<file path="src/rtl/mpc_acc_rnd_sat_30_21.sv">
// Dot-product accumulator: sums signed product terms per block, then rounds
// (half toward +inf), drops SHIFT fractional bits and saturates to OUT_W.
// Pipeline: stage 1 accumulate, stage 2 round/shift, stage 3 clip.
//
// Handshake: a term is accepted on a rising clk edge when ce && in_valid.
// There is no backpressure. in_last is only looked at on an accepted term.
// y_valid is high for exactly one enabled cycle per closed block, two
// enabled edges after the closing term. y and sat hold between results.
module mpc_acc_rnd_sat_30_21 #(
   parameter int IN_W      = 30,
   parameter int ACC_W     = 37,
   parameter int SHIFT     = 8,
   parameter int OUT_W     = 21,
   parameter int MAX_TERMS = 64
) (
   input  logic                    clk,
   input  logic                    rst,
   input  logic                    ce,
   input  logic signed [IN_W-1:0]  p,
   input  logic                    in_valid,
   input  logic                    in_last,
   output logic signed [OUT_W-1:0] y,
   output logic                    y_valid,
   output logic                    sat,
   output logic                    term_err
);

   localparam int CNT_W = $clog2(MAX_TERMS + 1);
   localparam int S2_W  = ACC_W + 1 - SHIFT;

   localparam logic [CNT_W-1:0]        CNT_MAX  = CNT_W'(MAX_TERMS);
   localparam logic signed [ACC_W:0]   RND_BIAS = (ACC_W+1)'(1) << (SHIFT - 1);
   localparam logic signed [OUT_W-1:0] OUT_MAX  = {1'b0, {(OUT_W-1){1'b1}}};
   localparam logic signed [OUT_W-1:0] OUT_MIN  = {1'b1, {(OUT_W-1){1'b0}}};
   localparam logic signed [S2_W-1:0]  S2_MAX   = {{(S2_W-OUT_W+1){1'b0}}, {(OUT_W-1){1'b1}}};
   localparam logic signed [S2_W-1:0]  S2_MIN   = {{(S2_W-OUT_W+1){1'b1}}, {(OUT_W-1){1'b0}}};

   // Stage 1 state: running sum and term count (count 0 means block empty).
   logic signed [ACC_W-1:0] acc;
   logic [CNT_W-1:0]        cnt;
   logic signed [ACC_W-1:0] s1_sum;
   logic                    s1_valid;
   // Stage 2 state: rounded and shifted sum.
   logic signed [S2_W-1:0]  s2;
   logic                    s2_valid;

   logic                    term_take;
   logic signed [ACC_W-1:0] p_ext;
   logic signed [ACC_W-1:0] acc_sum;
   logic signed [ACC_W:0]   rnd_sum;
   logic signed [S2_W-1:0]  s2_next;
   logic                    clip_hi;
   logic                    clip_lo;
   logic signed [OUT_W-1:0] y_next;

   assign term_take = ce && in_valid;
   assign p_ext     = {{(ACC_W-IN_W){p[IN_W-1]}}, p};

   // New accumulated value: an empty block restarts from the incoming term.
   always_comb begin
      acc_sum = p_ext;
      if (cnt != '0) begin
         acc_sum = acc + p_ext;
      end
   end

   // Round half toward +inf: add half an LSB of the result, then shift arithmetically.
   always_comb begin
      rnd_sum = {s1_sum[ACC_W-1], s1_sum} + RND_BIAS;
      s2_next = S2_W'(rnd_sum >>> SHIFT);
   end

   // Clip the rounded value into the signed OUT_W range.
   always_comb begin
      clip_hi = (s2 > S2_MAX);
      clip_lo = (s2 < S2_MIN);
      y_next  = s2[OUT_W-1:0];
      if (clip_hi) begin
         y_next = OUT_MAX;
      end else if (clip_lo) begin
         y_next = OUT_MIN;
      end
   end

   // Accumulator, term counter and sticky overrun flag.
   always_ff @(posedge clk or negedge rst) begin
      if (!rst) begin
         acc      <= '0;
         cnt      <= '0;
         term_err <= 1'b0;
      end else if (term_take) begin
         if (in_last) begin
            acc <= '0;
            cnt <= '0;
         end else begin
            acc <= acc_sum;
            if (cnt == CNT_MAX) begin
               term_err <= 1'b1;
            end else begin
               cnt <= cnt + CNT_W'(1);
            end
         end
      end
   end

   // Capture the completed block sum when the closing term is accepted.
   always_ff @(posedge clk or negedge rst) begin
      if (!rst) begin
         s1_sum   <= '0;
         s1_valid <= 1'b0;
      end else if (ce) begin
         s1_valid <= term_take && in_last;
         if (term_take && in_last) begin
            s1_sum <= acc_sum;
         end
      end
   end

   // Register the rounded, shifted sum.
   always_ff @(posedge clk or negedge rst) begin
      if (!rst) begin
         s2       <= '0;
         s2_valid <= 1'b0;
      end else if (ce) begin
         s2       <= s2_next;
         s2_valid <= s1_valid;
      end
   end

   // Output register: y and sat change only when a new result arrives.
   always_ff @(posedge clk or negedge rst) begin
      if (!rst) begin
         y       <= '0;
         sat     <= 1'b0;
         y_valid <= 1'b0;
      end else if (ce) begin
         y_valid <= s2_valid;
         if (s2_valid) begin
            y   <= y_next;
            sat <= clip_hi || clip_lo;
         end
      end
   end

endmodule

</file>
<file path="config.mk">
export PLATFORM = sky130hd
export DESIGN_NAME = mpc_acc_rnd_sat_30_21
export DESIGN_NICKNAME = d
export VERILOG_FILES = /design/src/rtl/mpc_acc_rnd_sat_30_21.sv
export SDC_FILE = /design/constraint.sdc
export NUM_CORES = 1
export LEC_CHECK = 0
export BUFFER_PORTS_ARGS = -buffer_cell sky130_fd_sc_hd__clkbuf_2
export CORE_MARGIN = 10
export CORE_UTILIZATION = 55
export DETAILED_ROUTE_END_ITERATION = 10
export PLACE_DENSITY = 0.77
export SYNTH_ARGS = -nofsm -noshare
export SYNTH_HDL_FRONTEND = slang
export SYNTH_SLANG_ARGS = --single-unit
</file>
<file path="constraint.sdc">
create_clock -name clk -period 2.8 [get_ports clk]
set_clock_uncertainty 0.2 [all_clocks]
set_input_delay 0.14 -clock clk [delete_from_list [all_inputs] [get_ports clk]]
set_output_delay 0.14 -clock clk [all_outputs]
set_load 0.02 [all_outputs]
</file>
; ---- Yosys cells after proc, flatten, opt, wreduce, memory -nomap -nowiden
; Index checks and enable logic that the tools add are counted.
[classes]
n_bitwise = 1
reduce_logical = 8
addsub = 3
eq_ne = 2
n_mux = 6
n_lt_le_gt_ge = 2
[op_table]
columns = operator, n
row1 = $mux 37, 2
row2 = $mux 21, 2
row3 = $add 37x9->38 const B, 1
row4 = $add 37x30->37, 1
row5 = $gt 30x21->1 const B, 1
row6 = $lt 30x21->1 const B, 1
row7 = $mux 7, 2
row8 = $add 7x1->7 const B, 1
row9 = $eq 7x7->1 const B, 1
row10 = $reduce_bool 7->1, 1
row11 = $reduce_and 2->1, 3
row12 = $reduce_and 3->1, 1
row13 = $logic_and 1x1->1, 2
row14 = $ne 2x2->1 const B, 1
row15 = $logic_or 1x1->1, 1
row16 = $not 1->1, 1
[totals]
word_cells = 32
reg_bits = 137
input_bits = 35
output_inout_bits = 24

; ---- Depth between registers and ports, before layout
[logic_depth]
depth_word = 3
ltp_mapped = 12
ltp_nobuf = 12

; ---- Worst setup path after synthesis
; Ideal clock, no wire load.
[synth_path]
kind = register -> register
start = register acc[0]
end = register s1_sum[36]
setup_time_ns = 0.082
t_arrival_ns = 2.634
period_less_slack_ns = 2.916
t_required_ns = 2.518
setup_slack_ns = -0.116
n_path_buf = 0
path_stages_with_launch = 13
cell_sequence = dfrtp_1 ha_1 fa_1 a211oi_2 nor2_4 o21ai_2 o31a_1 o211ai_2 a21oi_2 a31oi_4 xnor2_1 or3_1 a31oi_1
[synth_between]
elab_chain_cells = 2
[synth_lines]
columns = item, line_no
row1 = start: declaration, 39  ; logic signed [ACC_W-1:0] acc;
row2 = start signal: assignment, 96  ; acc <= acc_sum;
row3 = $add 37x30->37, 63  ; acc_sum = acc + p_ext;
row4 = $mux 37, 62  ; if (cnt != '0) begin
row5 = end signal: assignment, 114  ; s1_sum <= acc_sum;
row6 = end: declaration, 41  ; logic signed [ACC_W-1:0] s1_sum;
; No other way between the ends.
; A chain may end at the register's enable or synchronous reset.

; ---- Worst setup path after layout
[layout_path]
start = input p[0]
end = register s1_sum[36]
[layout_between]
elab_chain_cells = 2
[layout_lines]
columns = item, line_no
row1 = start: declaration, 19  ; input logic signed [IN_W-1:0] p,
row2 = $add 37x30->37, 63
row3 = $mux 37, 62
; No other way between the ends.

==> summary.md <==
| Metric | Value |
|---|---|
| Synth Instances | `between 900 and 1000` |
| Num CTS Buffers | `17` |
| Avg Inst Size Synth | `between 8 and 9 um^2` |
| Clock root buffer | `clkbuf_16` |
| WL met1 | `8.863 mm` |
| Drt via density | `5.749` |
| WP data required | `2.95 ns` |
| I/O pin total | `~60` |
| Final setup margin | `-0.2199 ns` |
| Comb pwr share | `between 40% and 50%` |
| Post-placement cell count | `1154` |
| Top-count cell post-synth | `nand2_1` |
| Violated checks | `negative hold slack, negative setup slack` |
| Critical R2R Launch | `acc[0]$_DFFE_PN0P_` |
| Run status | `complete, but fails checks` |
| DRT iter0 DRCs | `575` |
| CP max stage cell | `dlygate4sd3_1` |
| Commonest cells post-synth | `nand2_1 (138), o21ai_0 (131), dfrtp_1 (130), nor2_1 (88), a21oi_1 (81)` |
| Post-synthesis sequential area ratio | `a little over two fifths` |
| Pwr Total | `roughly 0.0084 W` |
| Die area | `between 0.015 and 0.02 mm^2` |
| Relative slew slack | `44.52%` |
| RSZ-0062 raised after global routing | `true` |
| Die width | `around 140 um` |
| R2R setup slack | `-0.22 ns` |
| # DRC | `0` |
| Hold EP | `s1_sum[11]$_DFFE_PN0P_` |
| Vias | `7042` |
| Post-Syn Area | `0.007694 mm^2` |
| Worst-path fanout max | `3` |
| Worst stage delay on the critical path | `between 0.6 and 0.7 ns` |
| EDFF count, synth | `0` |
| Longest Clk Path Bufs | `2` |
| CP cell instances | `clkbuf_2 > dlygate4sd3_1 > ha_4 > fa_2 > a211oi_4 > nor2_4 > o21ai_2 > o31a_1 > o211ai_2 > a21oi_2 > a31oi_4 > xnor2_1 > or3_1 > a31oi_1` |
| Synth Net Count | `980` |
| Final WL | `between 15 and 20 mm` |
| Worst path buffer plus inverter count | `2` |
| Critical R2R Capture | `s1_sum[36]$_DFFE_PN0P_` |
| TritonCTS clock tree | `built` |
| Seq cells post-synth | `130` |
| Leading area contributor after synthesis | `dfrtp_1` |
| Wire length per cell | `around 16 um` |
| I/O Buffers | `58` |
| Hpwl dp | `~13 mm` |
| Crit path arrival time | `between 3 and 4 ns` |
| Distinct cell type count after synthesis | `60` |
| Die Span Y | `138.3 um` |
| Ranking of synthesized cells by area | `dfrtp_1 (42%), o21ai_0 (8.5%), nand2_1 (6.7%)` |
| Leakage | `between 4 and 5 nW` |
| HP Start | `p[11]` |
| Switching Share | `around two fifths` |
| PD cells | `approximately 850 mW/mm^2` |
| Clk slew on worst S/H paths | `0.06 ns` |
| CP top delay family | `compound AO/OA/AOI/OAI gates` |
| Core Box Area | `roughly 0.014 mm^2` |
| Final number of hold-violating endpoints | `4` |
| Top Layer Used | `met4` |
| Power share of the clock group | `26.3%` |
| Syn-to-layout area delta | `28.51%` |
| Share of cells above drive strength 1 | `roughly 23%` |
| Final setup viols | `28` |
| Worst-margin pin slew | `between 0.8 and 0.9 ns` |
| Num rows | `43` |
| Reg2reg path depth | `12` |
| Post-route ant nets | `0` |
| Period minus WS final | `roughly 3.0 ns` |
| Initial antenna violation count | `0` |
| Switch Pwr | `~0.0032 W` |
| Crit Path Category | `primary input to flop` |
| Hold Path Depth | `3` |
| Clock Sinks | `130` |
| Drt first pass iters | `5` |
| Sequential cell fraction of total power | `between 30 and 40%` |
| Ant. Diodes | `0` |
| Max-slew violation count | `0` |
| Hold Worst Slack | `-0.01819 ns` |
| Fillers | `slightly above 1000` |
| Initial Util | `55.86%` |
| Max Cap Viol | `0` |
| Worst vdd ir | `between 0.4 and 0.5 mV` |
| Worst Setup End Kind | `flop` |
| Final std cells w/o fill | `around 1200` |
| Post-synth ARST share | `100.0%` |
| H-tree lvl count | `4` |
| Total GRT Usage | `between 10% and 20%` |
| Met2 wire len | `between 9 and 10 mm` |
| YS warnings | `0` |
| First-pass GRT wire length | `32.28 mm` |
| Post-synth top flop | `dfrtp_1` |
| Post-synth top area share | `roughly 42%` |
| Type of the worst min-delay path | `primary input to flop` |
| Met3 wire length | `approximately 1.2 mm` |
| Dpl ws | `-0.1921 ns` |
| Routability cong. | `approximately 0.92` |
| Fin nets | `around 1100` |
| Final period utilization | `107.9%` |
| Vias in the first global route | `just under 7000` |
| Latest clock arrival within the worst-skew pair | `around 0.43 ns` |
| Fmax | `about 0.33 GHz` |
| Pin count of the biggest net entering global routing | `67` |
| Cell Int Power | `just over 0.005 W` |
| CP Depth | `14` |
| CP Launch Type | `primary input` |
| Congestion Overflow GR | `0` |
-- registers in the layout (all words and copies together), names as in the netlist --
name	flops
y_valid	1
sat	1
acc	37
s1_sum	30
s2	30
cnt	7
term_err	1
s1_valid	1
s2_valid	1
y	21
-- cells in the final DEF, fill, tap and decap left out, types with 15 or more instances in the layout --
cell type / count
clkbuf_16: 17
dfrtp_1: 130
a21oi_2: 19
nand2_1: 137
a21o_1: 16
xnor2_1: 27
nand4_1: 15
o21ai_0: 104
buf_4: 68
xor2_1: 29
ha_1: 26
nor2_1: 87
inv_1: 15
a21oi_1: 64
and3_1: 16
clkbuf_2: 57
dlygate4sd3_1: 27
o21ai_1: 23
nand3_1: 24
-- logic make-up (layout without fill, tap and decap cells) --
group	Yosys count	after routing	synth area share, %
muxes	11	11	1.480
adders and majority gates	40	40	6.603
AOI/OAI and AO/OA	289	289	21.84
and+or+nand+nor	311	311	17.61
buffers and inverters	64	204	3.350
xor gates and xnor gates	60	60	6.830
DFF	130	130	42.28
-- timing repair --
action,CTS,global route
hold buffers,26,1
pin swaps,24,30
resized for setup,32,66
setup endpoints to repair,43,50
buffers inserted,6,7
hold endpoints to repair,124,2
-- routing by layer --
metal  vias up  global-route usage, %
li1       3431                      -
met1      3333                  25.52
met2       230                  30.92
met3        48                  5.274
met4         0                  7.103
met5         -                      0
-- power by group through the flow --
stage	sequential, W	clock (W)	combinational [W]
3_5_place_dp	0.00280	0	0.00287
5_1_grt	0.00288	0.00232	0.00374
4_1_cts	0.00278	0.00223	0.00306
2_1_floorplan	0.00287	0	0.00186
6_report	0.00280	0.00221	0.00339
3_3_place_gp	0.00278	0	0.00282
-- worst max-delay path by stage --
stage                             startpoint                     end  slack (ns)
after floorplan           acc[0]$_DFFE_PN0P_  s1_sum[36]$_DFFE_PN0P_       -0.08
after global placement    acc[0]$_DFFE_PN0P_     acc[16]$_DFFE_PN0P_       -0.15
after detailed placement  acc[1]$_DFFE_PN0P_     acc[35]$_DFFE_PN0P_       -0.19
after CTS                 acc[0]$_DFFE_PN0P_  s1_sum[36]$_DFFE_PN0P_       -0.14
after global routing      acc[0]$_DFFE_PN0P_  s1_sum[36]$_DFFE_PN0P_       -0.36
final                                   p[0]  s1_sum[36]$_DFFE_PN0P_       -0.22
-- layout make-up --
cell class / count / area, um^2 / share of cell area [%]
clock inverters: 14 / 153.9 / 1.557
flip-flops and latches: 130 / 3253 / 32.90
clock buffers: 18 / 429.2 / 4.341
inverters: 16 / 60.06 / 0.6074
well taps: 180 / 225.2 / 2.278
multi-input cells: 711 / 4628 / 46.81
repair buffers: 156 / 1137 / 11.50
-- through the flow --
stage	setup TNS [ns]	hold WS, ns	cell area, um^2	utilization (%)
floorplan	-0.08454	-0.3556	7696	-
global route	-6.962	0.02507	9887	71.78
finish	-2.215	-0.01819	9887	71.78
global placement	-1.765	-0.02398	8499	61.71
CTS	-0.4809	0.005985	9520	69.12
detailed placement	-3.356	-0.02010	8499	61.71
-- worst reg2reg max path: stages (launching register included) --
cell      delay (ns)
dfrtp_1         0.40
ha_4            0.18
fa_2            0.41
a211oi_4        0.26
nor2_4          0.07
o21ai_2         0.14
o31a_1          0.20
o211ai_2        0.14
a21oi_2         0.20
a31oi_4         0.12
xnor2_1         0.15
or3_1           0.30
a31oi_1         0.16
Note: power is estimated with default switching activity, not from simulation.
